**config.mk**
```make
export PLATFORM = sky130hd
export DESIGN_NAME = uart_sched
export DESIGN_NICKNAME = d
export VERILOG_FILES = /design/src/rtl/uart_sched.sv
export SDC_FILE = /design/constraint.sdc
export NUM_CORES = 1
export LEC_CHECK = 0
export CAP_MARGIN = 20
export CORE_UTILIZATION = 40
export DETAILED_ROUTE_END_ITERATION = 8
export MAX_ROUTING_LAYER = met4
export PLACE_DENSITY = 0.73
export RECOVER_POWER = 25
export REMOVE_ABC_BUFFERS = 1
export SYNTH_ARGS = -nofsm -noshare
export SYNTH_HDL_FRONTEND = slang
export SYNTH_SLANG_ARGS = --single-unit
```
**constraint.sdc**
```tcl
create_clock -name i_clk -period 1.8 [get_ports i_clk]
set_input_delay 0.45 -clock i_clk [delete_from_list [all_inputs] [get_ports i_clk]]
set_output_delay 0.45 -clock i_clk [all_outputs]
set_load 0.1 [all_outputs]
```
**src/rtl/uart_sched.sv**
```systemverilog
// uart_sched: turns the polled UART register interface into two valid/ready
// byte streams. One FSM owns the UART bus and alternates fairly between RX
// polling and TX writes; each direction is buffered in a small FIFO.
module uart_sched #(
    parameter int DEPTH_LOG2 = 2
) (
    input  logic       i_clk,
    input  logic       i_rst,
    output logic       o_uart_en,
    output logic       o_uart_wr,
    output logic [3:0] o_uart_addr,
    output logic [7:0] o_uart_wdata,
    input  logic [7:0] i_uart_rdata,
    input  logic       i_tx_valid,
    input  logic [7:0] i_tx_data,
    output logic       o_tx_ready,
    output logic       o_rx_valid,
    output logic [7:0] o_rx_data,
    input  logic       i_rx_ready
);

    localparam int DEPTH = 1 << DEPTH_LOG2;
    localparam int PW    = DEPTH_LOG2 + 1;
    localparam logic [PW-1:0] PTR_ONE = PW'(1);

    // UART register map
    localparam logic [3:0] ADDR_TX_RDY = 4'd0;
    localparam logic [3:0] ADDR_TX_DAT = 4'd1;
    localparam logic [3:0] ADDR_RX_RDY = 4'd2;
    localparam logic [3:0] ADDR_RX_DAT = 4'd3;

    // Direction served most recently; decides the winner when both are eligible
    localparam logic DIR_RX = 1'b0;
    localparam logic DIR_TX = 1'b1;

    typedef enum logic [2:0] {
        IDLE,
        RX_POLL,
        RX_CHK,
        RX_READ,
        RX_CAP,
        TX_POLL,
        TX_CHK,
        TX_WRITE
    } state_t;

    state_t state, state_nxt;
    logic   last, last_nxt;

    logic [7:0]    tx_mem [DEPTH];
    logic [7:0]    rx_mem [DEPTH];
    logic [PW-1:0] tx_wptr, tx_rptr, rx_wptr, rx_rptr;

    logic tx_full, tx_empty, rx_full, rx_empty;
    logic tx_push, tx_pop, rx_push, rx_pop;
    logic [7:0] tx_head;

    // Pointers carry one extra wrap bit so full and empty are distinguishable
    assign tx_full  = (tx_wptr[DEPTH_LOG2] != tx_rptr[DEPTH_LOG2]) &&
                      (tx_wptr[DEPTH_LOG2-1:0] == tx_rptr[DEPTH_LOG2-1:0]);
    assign tx_empty = (tx_wptr == tx_rptr);
    assign rx_full  = (rx_wptr[DEPTH_LOG2] != rx_rptr[DEPTH_LOG2]) &&
                      (rx_wptr[DEPTH_LOG2-1:0] == rx_rptr[DEPTH_LOG2-1:0]);
    assign rx_empty = (rx_wptr == rx_rptr);

    // Ready is held low during reset; a same-cycle FSM pop does not make room
    assign o_tx_ready = !tx_full && !i_rst;
    assign o_rx_valid = !rx_empty;
    assign o_rx_data  = rx_mem[rx_rptr[DEPTH_LOG2-1:0]];
    assign tx_head    = tx_mem[tx_rptr[DEPTH_LOG2-1:0]];

    assign tx_push = i_tx_valid && o_tx_ready;
    assign tx_pop  = (state == TX_WRITE);
    assign rx_push = (state == RX_CAP);
    assign rx_pop  = o_rx_valid && i_rx_ready;

    // FIFO storage writes
    // NOTE: storage arrays carry no reset; emptiness is defined by the pointers,
    // so clearing the data would only cost flops and routing.
    always_ff @(posedge i_clk) begin
        if (tx_push) tx_mem[tx_wptr[DEPTH_LOG2-1:0]] <= i_tx_data;
        if (rx_push) rx_mem[rx_wptr[DEPTH_LOG2-1:0]] <= i_uart_rdata;
    end

    // FIFO pointer updates; reset discards any buffered bytes
    // NOTE: non-blocking assignments here so every register samples pre-edge
    // values, independent of statement order.
    always_ff @(posedge i_clk or posedge i_rst) begin
        if (i_rst) begin
            tx_wptr <= '0;
            tx_rptr <= '0;
            rx_wptr <= '0;
            rx_rptr <= '0;
        end else begin
            if (tx_push) tx_wptr <= tx_wptr + PTR_ONE;
            if (tx_pop)  tx_rptr <= tx_rptr + PTR_ONE;
            if (rx_push) rx_wptr <= rx_wptr + PTR_ONE;
            if (rx_pop)  rx_rptr <= rx_rptr + PTR_ONE;
        end
    end

    // FSM state and fairness register; last starts at TX so RX is served first
    always_ff @(posedge i_clk or posedge i_rst) begin
        if (i_rst) begin
            state <= IDLE;
            last  <= DIR_TX;
        end else begin
            state <= state_nxt;
            last  <= last_nxt;
        end
    end

    // Next-state: arbitrate in IDLE, then walk one poll/transfer sequence
    // NOTE: every output gets a default before the case so no path leaves a
    // variable unassigned, which would infer a latch.
    always_comb begin
        state_nxt = state;
        last_nxt  = last;
        case (state)
            IDLE: begin
                if (!rx_full && !tx_empty)
                    state_nxt = (last == DIR_TX) ? RX_POLL : TX_POLL;
                else if (!rx_full)
                    state_nxt = RX_POLL;
                else if (!tx_empty)
                    state_nxt = TX_POLL;
            end
            RX_POLL: state_nxt = RX_CHK;
            RX_CHK: begin
                if (i_uart_rdata != 8'h00) begin
                    state_nxt = RX_READ;
                end else begin
                    state_nxt = IDLE;
                    last_nxt  = DIR_RX;
                end
            end
            RX_READ: state_nxt = RX_CAP;
            RX_CAP: begin
                state_nxt = IDLE;
                last_nxt  = DIR_RX;
            end
            TX_POLL: state_nxt = TX_CHK;
            TX_CHK: begin
                if (i_uart_rdata != 8'h00) begin
                    state_nxt = TX_WRITE;
                end else begin
                    state_nxt = IDLE;
                    last_nxt  = DIR_TX;
                end
            end
            TX_WRITE: begin
                state_nxt = IDLE;
                last_nxt  = DIR_TX;
            end
            default: state_nxt = IDLE;
        endcase
    end

    // UART bus decode, driven from the state register only
    always_comb begin
        o_uart_en    = 1'b0;
        o_uart_wr    = 1'b0;
        o_uart_addr  = 4'd0;
        o_uart_wdata = 8'h00;
        case (state)
            RX_POLL: begin
                o_uart_en   = 1'b1;
                o_uart_addr = ADDR_RX_RDY;
            end
            RX_READ: begin
                o_uart_en   = 1'b1;
                o_uart_addr = ADDR_RX_DAT;
            end
            TX_POLL: begin
                o_uart_en   = 1'b1;
                o_uart_addr = ADDR_TX_RDY;
            end
            TX_WRITE: begin
                o_uart_en    = 1'b1;
                o_uart_wr    = 1'b1;
                o_uart_addr  = ADDR_TX_DAT;
                o_uart_wdata = tx_head;
            end
            default: ;
        endcase
    end

endmodule
```
==> results.cfg <==
[die]
rows = 33
initial_core_util_pct = 41.7
fp.dieH_um = 95.0
coreArea_mm2 = 0.00830
dieArea_mm2 = 0.00903
die_w_um = 95.0
pin_count = 44

[worst_setup_path]
crit_type = reg2out
end_kind = primary output
rr_startpoint = tx_rptr[0]
critPathArrivalTime_ps = 1740
crit_required_ps = 1350
ff2ff_path_depth = 7
cp_max_fo = 4
r2r_slack_ps = -20
crit_end = o_uart_wdata[0]
start_kind = flip-flop
r2r_end = tx_wptr[1]
startpoint = tx_rptr[0]

[sta]
worst_slew_pin_slew_ps = 919
grt_setup_unrepaired = yes
post-route-period-util_pct = 122
hold_viol = 0
setup_viol = 19
holdWs_ps = 540
period_minus_slack_ps = 2190
setup_slack_ps = -392
slew_violations = 0
final.setup_skew_ps = 8.63
max-slew-margin-rel_pct = 38.8
max_freq_mhz = 456

[route]
wl_mm = 6.72
wl_per_cell_um = 17.4
firstDrtPassIters = 4
drt_iter0_markers = 74
ant_nets = 0
vias_per_cell = 4.99
drcViolationCount = 0
dr_total_vias = 1920

[clocking]
clkSinkCount = 80
insertion_delay_ps = 350
htreeDepth = 3
root_buffer = clkbuf_8
clk_pin_slew_ps = 80
cts_inserted_buffers = 9
hold_buffers = 0
clock_path_buffers = 2
cts_tree = yes

[place]
io_buffers = 41
gp_congestion = 0.711
dp_hpwl_mm = 4.28
preCtsSetupSlack_ps = -96.3
dpl.cell_count = 358

[global_routing]
track_usage_pct = 16.5
gr-total-overflow = 0
grt_pass1_vias = 2014
grt_max_degree = 17
grt_pass1_wl_mm = 10.3
antenna_found_initial = 0

[status]
failed_checks = negative setup slack
status = complete, but fails checks

[synthesis]
yosysWarnings = 0
ys_types = 37
synth-seq-cells = 80
ys_async_sr_fraction_pct = 20.0
synthCells = 190
synthFlopType = edfxtp_1
seq_area_frac_synth_pct = 67.1
synth.avg_cell_area_um2 = 18.2
syn_area_mm2 = 0.00346
synth-edff-count = 64

[run]
max_cap_violations = 0

[finish]
stdcell_count = 385
drive_gt1_share_pct = 44.3
final_core_util_pct = 57.6
antenna_cells = 0
area_growth_pct = 38.2
layout.nets = 305

[hold_path]
hold_class = reg2reg
min_path_cells = 1
[per-stage QoR]
stage | instance area [µm²] | TNS, ps
2_1_floorplan | 3390 | -25860
3_3_place_gp | 4420 | -570
3_5_place_dp | 4420 | -935
4_1_cts | 4700 | -6630
5_1_grt | 4780 | -7200
6_report | 4780 | -5900
[cell type report]
class,count,area [µm²]
multi-input combinational,95,1100
timing repair buffer,82,1020
clock inverter,6,51.3
tap,105,131
sequential,80,2320
fill,621,3520
clock buffer,10,128
inverter,7,30.0
[registers in the layout, summed over array words and instances (netlist names)]
signal / count
rx_mem: 32
state: 3
tx_rptr: 3
last: 1
rx_wptr: 3
tx_wptr: 3
rx_rptr: 3
tx_mem: 32
[critical path, stage by stage (launching register included)]
cell and delay [ps]:
dfrtp_1 430, buf_6 160, mux4_2 500, and2_4 160
buf_12 160
[per-layer routing]
layer | vias to the layer above | global-route usage [%] | routed length [µm]
met5 | - | - | 0
met4 | 0 | 6.82 | 63
met3 | 5 | 2.63 | 148
met2 | 36 | 26.7 | 3510
met1 | 990 | 20.7 | 2990
li1 | 889 | - | -
[Yosys cell counts (all sizes together), types with 2 or more instances]
master  instances  area share, %
xor2            7            2.2
clkbuf          2           0.22
inv             7           0.76
xnor2           8            2.2
and3            9            1.9
a21oi           4           0.58
dfrtp          15             11
nand3           3           0.43
o21ai           3           0.43
mux2            3           0.98
edfxtp         64             56
nand2           5           0.61
nor2            4           0.43
nor4            3           0.54
and2            9            1.6
ha             10            3.6
mux4           16             12
buf             8            1.9
[cell usage in the layout (no fill, tap or decap), types with 8 or more instances in the layout]
cell type,Yosys,layout
ha_1,10,10
buf_4,3,24
mux4_2,1,16
clkbuf_8,0,9
and2_4,0,8
dfrtp_1,15,15
edfxtp_1,64,64
buf_12,0,25
buf_6,3,13
clkdlybuf4s50_1,0,13
[how the worst min path moves through the flow]
stage,from,to,slack [ps]
2_1_floorplan,i_rst,rx_rptr[0],380
4_1_cts,i_rst,rx_wptr[2],460
3_3_place_gp,rx_wptr[2],rx_wptr[2],490
6_report,tx_wptr[2],tx_wptr[2],540
3_5_place_dp,rx_wptr[2],rx_wptr[2],490
5_1_grt,tx_wptr[2],tx_wptr[2],570
[kinds of logic (layout without fill, tap and decap cells)]
family          count (synthesis)  count (layout)  synth area share [%]
compound gates                 11              11                  2.46
simple gates                   36              37                  6.07
mux                            20              20                  13.3
buf+inv                        17             105                  2.89
fa+ha+maj                      10              10                  3.61
xor+xnor                       15              15                  4.45
other cells                     1               2                 0.108
flops                          80              80                  67.1
[repair_timing]
action | in CTS | in global routing
gates cloned | 1 | 1
endpoints found under the setup margin | 23 | 57
gates resized for setup | 43 | 11
pin swaps | 19 | 8
buffers inserted | 7 | 3
Power is left out: the tool's default activity adds up to more than one toggle a clock period on the data nets, which glitch-free logic cannot reach.
